## src/rtl/phase_adjust_unit.sv

```systemverilog
`default_nettype none
// ============================================================================
// Module   : phase_adjust_unit
// Purpose  : Multi-channel phase-offset stage placed between the DDS phase
//            accumulators and the phase-to-amplitude LUTs. Each channel keeps
//            a persistent offset that is added to the MSB-aligned top bits of
//            its phase word. Offset updates use a request/ack handshake and
//            take effect on a valid sample boundary, so no output sample ever
//            sees a half-applied offset.
// Ports    : i_clk, i_rst_n          - clock (rising edge), async active-low reset
//            i_phase_valid, i_phase  - incoming packed phases (ch0 in LSBs)
//            i_adj_req               - level request, acted on at its rising edge
//            i_adj_ch/val/mode       - target channel, step, 00 add / 01 sub /
//                                      10 load / 11 add
//            i_offset_clr            - only when PHASE_ADJ_CLEAR_EN is defined:
//                                      clears all offsets, aborts a pending request
//            o_phase_valid, o_phase  - corrected phases, 2-cycle latency
//            o_adj_busy, o_adj_ack   - request pending / one-cycle commit pulse
// Options  : `define PHASE_ADJ_CLEAR_EN to add the i_offset_clr port.
// Revision : 1.0 - initial release
// ============================================================================
module phase_adjust_unit #(
   parameter int P_NUM_CH      = 2,
   parameter int P_PHASE_WIDTH = 24,
   parameter int P_ADJ_WIDTH   = 12,
   localparam int C_CH_W       = (P_NUM_CH > 1) ? $clog2(P_NUM_CH) : 1
) (
   input  logic                              i_clk,
   input  logic                              i_rst_n,
`ifdef PHASE_ADJ_CLEAR_EN
   input  logic                              i_offset_clr,
`endif
   input  logic                              i_phase_valid,
   input  logic [P_NUM_CH*P_PHASE_WIDTH-1:0] i_phase,
   input  logic                              i_adj_req,
   input  logic [C_CH_W-1:0]                 i_adj_ch,
   input  logic [P_ADJ_WIDTH-1:0]            i_adj_val,
   input  logic [1:0]                        i_adj_mode,
   output logic                              o_phase_valid,
   output logic [P_NUM_CH*P_PHASE_WIDTH-1:0] o_phase,
   output logic                              o_adj_busy,
   output logic                              o_adj_ack
);

   localparam logic [1:0] S_IDLE = 2'd0;
   localparam logic [1:0] S_ARM  = 2'd1;
   localparam logic [1:0] S_ACK  = 2'd2;

   localparam logic [1:0] C_MODE_SUB  = 2'b01;
   localparam logic [1:0] C_MODE_LOAD = 2'b10;

   logic [1:0]                        r_state;
   logic                              r_req_d;
   logic [C_CH_W-1:0]                 r_ch;
   logic [P_ADJ_WIDTH-1:0]            r_val;
   logic [1:0]                        r_mode;
   logic [P_NUM_CH*P_PHASE_WIDTH-1:0] r_s1_phase;
   logic                              r_s1_valid;
   logic [P_NUM_CH*P_PHASE_WIDTH-1:0] w_sum;
   logic                              w_clr;
   logic                              w_req_edge;
   logic                              w_commit;

`ifdef PHASE_ADJ_CLEAR_EN
   assign w_clr = i_offset_clr;
`else
   assign w_clr = 1'b0;
`endif

   assign w_req_edge = i_adj_req & ~r_req_d;
   // The commit coincides with the stage-1 sample moving into stage 2, so that
   // sample already sees the new offset. A clear in the same cycle wins.
   assign w_commit   = (r_state == S_ARM) & r_s1_valid & ~w_clr;

   assign o_adj_busy = (r_state == S_ARM);
   assign o_adj_ack  = (r_state == S_ACK);

   // ------------------------------------------------------------------------
   // Per-channel offset register and stage-2 adder
   // ------------------------------------------------------------------------
   for (genvar ch = 0; ch < P_NUM_CH; ch++) begin : g_ch
      logic [P_ADJ_WIDTH-1:0]   r_offset;
      logic [P_ADJ_WIDTH-1:0]   w_next;
      logic [P_ADJ_WIDTH-1:0]   w_eff;
      logic [P_PHASE_WIDTH-1:0] w_ofs_ext;
      logic                     w_hit;

      // Out-of-range channel numbers match no generate instance, so such a
      // request is acknowledged without touching any offset.
      assign w_hit = w_commit & (r_ch == C_CH_W'(ch));

      always_comb begin
         case (r_mode)
            C_MODE_SUB:  w_next = r_offset - r_val;
            C_MODE_LOAD: w_next = r_val;
            default:     w_next = r_offset + r_val;
         endcase
      end

      assign w_eff = w_hit ? w_next : r_offset;

      // Offset occupies the top P_ADJ_WIDTH bits; lower phase bits pass through.
      always_comb begin
         w_ofs_ext = '0;
         w_ofs_ext[P_PHASE_WIDTH-1 -: P_ADJ_WIDTH] = w_eff;
      end

      assign w_sum[ch*P_PHASE_WIDTH +: P_PHASE_WIDTH] =
         r_s1_phase[ch*P_PHASE_WIDTH +: P_PHASE_WIDTH] + w_ofs_ext;

      always_ff @(posedge i_clk or negedge i_rst_n) begin
         if (!i_rst_n) begin
            r_offset <= '0;
         end else if (w_clr) begin
            r_offset <= '0;
         end else if (w_hit) begin
            r_offset <= w_next;
         end
      end
   end

   // ------------------------------------------------------------------------
   // Two-stage datapath; o_phase holds its last value while valid is low
   // ------------------------------------------------------------------------
   always_ff @(posedge i_clk or negedge i_rst_n) begin
      if (!i_rst_n) begin
         r_s1_phase    <= '0;
         r_s1_valid    <= 1'b0;
         o_phase       <= '0;
         o_phase_valid <= 1'b0;
      end else begin
         r_s1_phase    <= i_phase;
         r_s1_valid    <= i_phase_valid;
         o_phase_valid <= r_s1_valid;
         if (r_s1_valid) begin
            o_phase <= w_sum;
         end
      end
   end

   // ------------------------------------------------------------------------
   // Handshake FSM. The edge detector tracks even while busy, so a request
   // held high across the ack does not retrigger.
   // ------------------------------------------------------------------------
   always_ff @(posedge i_clk or negedge i_rst_n) begin
      if (!i_rst_n) begin
         r_state <= S_IDLE;
         r_req_d <= 1'b0;
         r_ch    <= '0;
         r_val   <= '0;
         r_mode  <= '0;
      end else begin
         r_req_d <= i_adj_req;
         if (w_clr) begin
            r_state <= S_IDLE;
         end else begin
            case (r_state)
               S_IDLE: begin
                  if (w_req_edge) begin
                     r_ch    <= i_adj_ch;
                     r_val   <= i_adj_val;
                     r_mode  <= i_adj_mode;
                     r_state <= S_ARM;
                  end
               end
               S_ARM: begin
                  if (r_s1_valid) begin
                     r_state <= S_ACK;
                  end
               end
               S_ACK:   r_state <= S_IDLE;
               default: r_state <= S_IDLE;
            endcase
         end
      end
   end

endmodule
`default_nettype wire

```

## config.mk

```make
export PLATFORM = sky130hd
export DESIGN_NAME = phase_adjust_unit
export DESIGN_NICKNAME = d
export VERILOG_FILES = /design/src/rtl/phase_adjust_unit.sv
export SDC_FILE = /design/constraint.sdc
export NUM_CORES = 1
export LEC_CHECK = 0
export CORE_MARGIN = 4
export CORE_UTILIZATION = 49
export CTS_BUF_LIST = sky130_fd_sc_hd__clkbuf_8
export CTS_CLUSTER_SIZE = 25
export DETAILED_ROUTE_END_ITERATION = 10
export GPL_TIMING_DRIVEN = 0
export PLACE_DENSITY = 0.84
export SLEW_MARGIN = 20
export SYNTH_ARGS = -nofsm -noshare
export SYNTH_HDL_FRONTEND = slang
export SYNTH_SLANG_ARGS = --single-unit
```

## constraint.sdc

```tcl
create_clock -name i_clk -period 14.5 [get_ports i_clk]
set_input_delay 3.625 -clock i_clk [delete_from_list [all_inputs] [get_ports i_clk]]
set_output_delay 3.625 -clock i_clk [all_outputs]
set_load 0.01 [all_outputs]
```

==> results by group <==
Run status
  – Status: finished clean

Global route
  – Initial antenna violation count: 0
  – Largest net degree at the start of global routing: 85
  – Gr usage total: 0.2166
  – First-pass GRT wire length: 28620 µm
  – Vias in the first global route: 5723
  – Gr ovfl total: 0

Cells and area
  – Synthesis-to-layout area growth: 25.00%
  – Final Core Density: 0.6298
  – # nets final: 912
  – Share of cells above drive strength 1: 0.1434
  – Fillers: 1173
  – Final instance area: 9189 µm²
  – # diodes: 0

STA
  – Slew Limit Fails: 0
  – Final count of negative-setup-slack endpoints: 0
  – Peak Freq: 0.1754 GHz
  – Slew headroom: 0.3761
  – Minimum clock period: 5.701 ns
  – Clk_skew: 0.02141 ns
  – Hold Vio Cnt, Final: 0
  – Worst Tran Pin Value: 0.9241 ns
  – Fin crit share: 0.3932
  – Setup ws final: 8.799 ns
  – RSZ-0062 raised after global routing: no
  – TNS Setup: 0 ns

Synth
  – Yosys top cell area share: 0.4766
  – Post-Syn Nets: 775
  – Synth area leader: dfrtp_1
  – Most frequent cell after synthesis: dfrtp_1
  – EDFF count, synth: 0
  – Syn_area_per_cell: 10.92 µm²
  – Syn. warnings: 0
  – Most frequent cells after synthesis: 140 x dfrtp_1, 55 x mux2_2, 49 x nor2_1
  – Top post-synthesis cells by area: dfrtp_1 48%, mux2_2 8.4%, ha_1 5.3%
  – Seq cells post-synth: 140
  – Sequential element share of the synthesized area: 0.4766
  – Ys flop type: dfrtp_1
  – Area of the mapped netlist: 7351 µm²
  – Yosys cell types: 75
  – Asr flop ratio synth: 1.000
  – Post-synthesis cell count: 673

Clock tree
  – Clock slew at reported path FFs: 0.09 ns
  – Worst-Skew Late Latency: 0.46 ns
  – CTS root buffer: clkbuf_8
  – Cts hold-fix bufs: 0
  – CTS Buf Count: 17
  – Post-CTS setup buffer count: 0
  – H-tree levels: 4
  – Sink Count: 140
  – Longest Clk Path Bufs: 2
  – CTS tree: yes
  – Post-cts sizing count: 0

Floorplanning
  – Total die area: 17030 µm²
  – Core footprint: 14590 µm²
  – Site row count: 44
  – Starting Density: 0.5039
  – Die X: 130.5 µm
  – Number of I/O pins: 118
  – Die H: 130.5 µm

Pwr
  – Power per Cell Area: 210.0 nW/µm²
  – Total power: 1.930 mW
  – Internal power: 1.125 mW
  – Sequential fraction of design power: 0.291
  – Leak pwr: 3.845 nW
  – Sw frac: 0.4172
  – VDD IR max: 122.9 µV
  – Power share of the combinational group: 0.543
  – Clock Power Share: 0.166
  – Net Switching: 0.8051 mW

Worst setup path
  – Worst endpoint data arrival time: 6.05 ns
  – CP max FO: 10
  – CP top delay family: compound AO/OA/AOI/OAI gates
  – R2r setup slk: 8.80 ns
  – Worst setup SP type: flop
  – Crit end category: flop
  – CP peak stage delay: 0.61 ns
  – Reg2reg path depth: 24
  – CP cell instances: nor2b_4 > buf_4 > mux2_2 > inv_1 > ha_1 > nor2b_1 > nor3_1 > o31ai_1 > o221ai_1 > a221oi_2 > o21a_1 > nor2_1 > xnor2_1 > a31oi_1 > a2bb2oi_1 > ha_1 > inv_1 > nor3_1 > o311a_1 > o31a_1 > o21ai_0 > a2111o_1 > o311a_1 > nand2_1
  – R2R Path Start: r_mode[1]
  – CP bufs+invs: 3
  – Slowest library cell on the worst path: o21ai_0
  – CP Class: flop to flop
  – FF-to-FF End: o_phase[47]
  – WP data required: 14.85 ns
  – Crit path from: r_mode[1]

Min path
  – Hold wc startpoint: r_s1_valid
  – Hold EP: o_phase_valid
  – Hold Path Cell Cnt: 0
  – Worst hold path class: flop to flop

Placed design
  – Pre-CTS worst setup slack: 8.952 ns
  – HPWL after DPL: 13250 µm
  – Post-DP Area: 8785 µm²
  – Port bufs: 117
  – Routability cong.: 0.9242

Run
  – Max-cap violation count: 0

Route
  – Uppermost layer routed: met4
  – Detailed-route via count: 5632
  – WL/cell: 17.20 µm
  – Met3 routed WL: 1552 µm
  – Post-DRT Antenna Nets: 0
  – Routed wire length: 17320 µm
  – M1 WL: 6932 µm
  – Vias per cell: 5.593
  – Drt pass-1 iters: 5
  – Drt drc: 0
  – DR iter-0 viols: 249
  – Met2 wire len: 8371 µm
[layout make-up]
type / instances / area, µm² / share of cell area
clock buffers: 17 / 234.0 / 0.02546
multi-input cells: 471 / 3600 / 0.3917
flip-flops and latches: 140 / 3503 / 0.3813
clock inverters: 15 / 170.2 / 0.01852
plain buffers: 29 / 123.9 / 0.01348
well taps: 184 / 230.2 / 0.02505
inverters: 33 / 123.9 / 0.01348
repair buffers: 118 / 1204 / 0.1310
[per-layer routing]
layer	up-vias	GRT usage
met5	-	0
met4	0	0.08711
met3	38	0.08333
met2	213	0.3485
met1	2680	0.2633
li1	2701	-
[power groups by stage]
stage	Sequential, mW	Clock [mW]	Combinational, mW
after floorplan	0.570	0	0.743
after global placement	0.563	0	1.01
after detailed placement	0.568	0	1.04
after CTS	0.561	0.331	1.05
after global routing	0.575	0.349	1.16
final	0.562	0.321	1.05
[state kept, by name (all words and copies together), names as in the netlist]
| name | flops |
|---|---|
| r_state | 2 |
| r_val | 12 |
| r_ch | 1 |
| r_req_d | 1 |
| o_phase | 48 |
| r_s1_valid | 1 |
| g_ch.r_offset | 24 |
| r_mode | 2 |
| r_s1_phase | 48 |
| o_phase_valid | 1 |
[cells by family after synthesis]
| group | share of synthesized area |
|---|---|
| buffers and inverters | 0.03370 |
| adder cells (fa/ha/maj) | 0.06775 |
| AND/OR/NAND/NOR | 0.1101 |
| AO/OA/AOI/OAI | 0.1602 |
| XOR/XNOR | 0.06043 |
| multiplexers | 0.09123 |
| flip-flops | 0.4766 |
[stage by stage]
| stage | hold WS [ns] | instances |
|---|---|---|
| 5_1_grt | 0.4160 | 1007 |
| 2_1_floorplan | 0.3519 | 673 |
| 4_1_cts | 0.3953 | 1007 |
| 3_5_place_dp | 0.3753 | 975 |
| 3_3_place_gp | 0.3532 | 974 |
| 6_report | 0.3907 | 1007 |
[worst max path at each step]
stage                     endpoint  slack [ns]  depth (start not counted)
floorplan              o_phase[47]        9.65                         21
global placement    r_s1_phase[31]        4.23                          1
detailed placement        r_val[2]        8.95                          4
CTS                    o_phase[47]        8.94                         24
global route           o_phase[47]        8.43                         24
finish                 o_phase[47]        8.80                         24
[worst register-to-register path, stage by stage (launching register included)]
cell and delay (ns):
dfrtp_1 0.44, nor2b_4 0.24, buf_4 0.22, mux2_2 0.40, inv_1 0.12, ha_1 0.12, nor2b_1 0.16, nor3_1 0.06
o31ai_1 0.33, o221ai_1 0.25, a221oi_2 0.36, o21a_1 0.21, nor2_1 0.06, xnor2_1 0.13, a31oi_1 0.18, a2bb2oi_1 0.36
ha_1 0.34, inv_1 0.12, nor3_1 0.06, o311a_1 0.10, o31a_1 0.28, o21ai_0 0.61, a2111o_1 0.26, o311a_1 0.16
nand2_1 0.05
[placed cells by master, fill, tap and decap left out, drive strengths merged, types with 4 or more instances in the layout]
| cell | count |
|---|---|
| buf | 10 |
| o21bai | 7 |
| dfrtp | 140 |
| a21o | 6 |
| clkdlybuf4s50 | 116 |
| o21a | 4 |
| a211o | 4 |
| o22ai | 5 |
| and3 | 10 |
| mux2 | 56 |
| nor3 | 14 |
| mux2i | 4 |
| and2 | 7 |
| clkbuf | 38 |
| inv | 43 |
| or2 | 5 |
| xnor2 | 38 |
| o21ai | 37 |
| a31oi | 19 |
| or3 | 7 |
| nor2 | 49 |
| a211oi | 5 |
| a21oi | 43 |
| nand3 | 5 |
| fa | 4 |
| xor2 | 8 |
| nor2b | 8 |
| ha | 31 |
| o211ai | 6 |
| o22a | 4 |
| nand2 | 36 |
(Power assumes the default switching activity.)
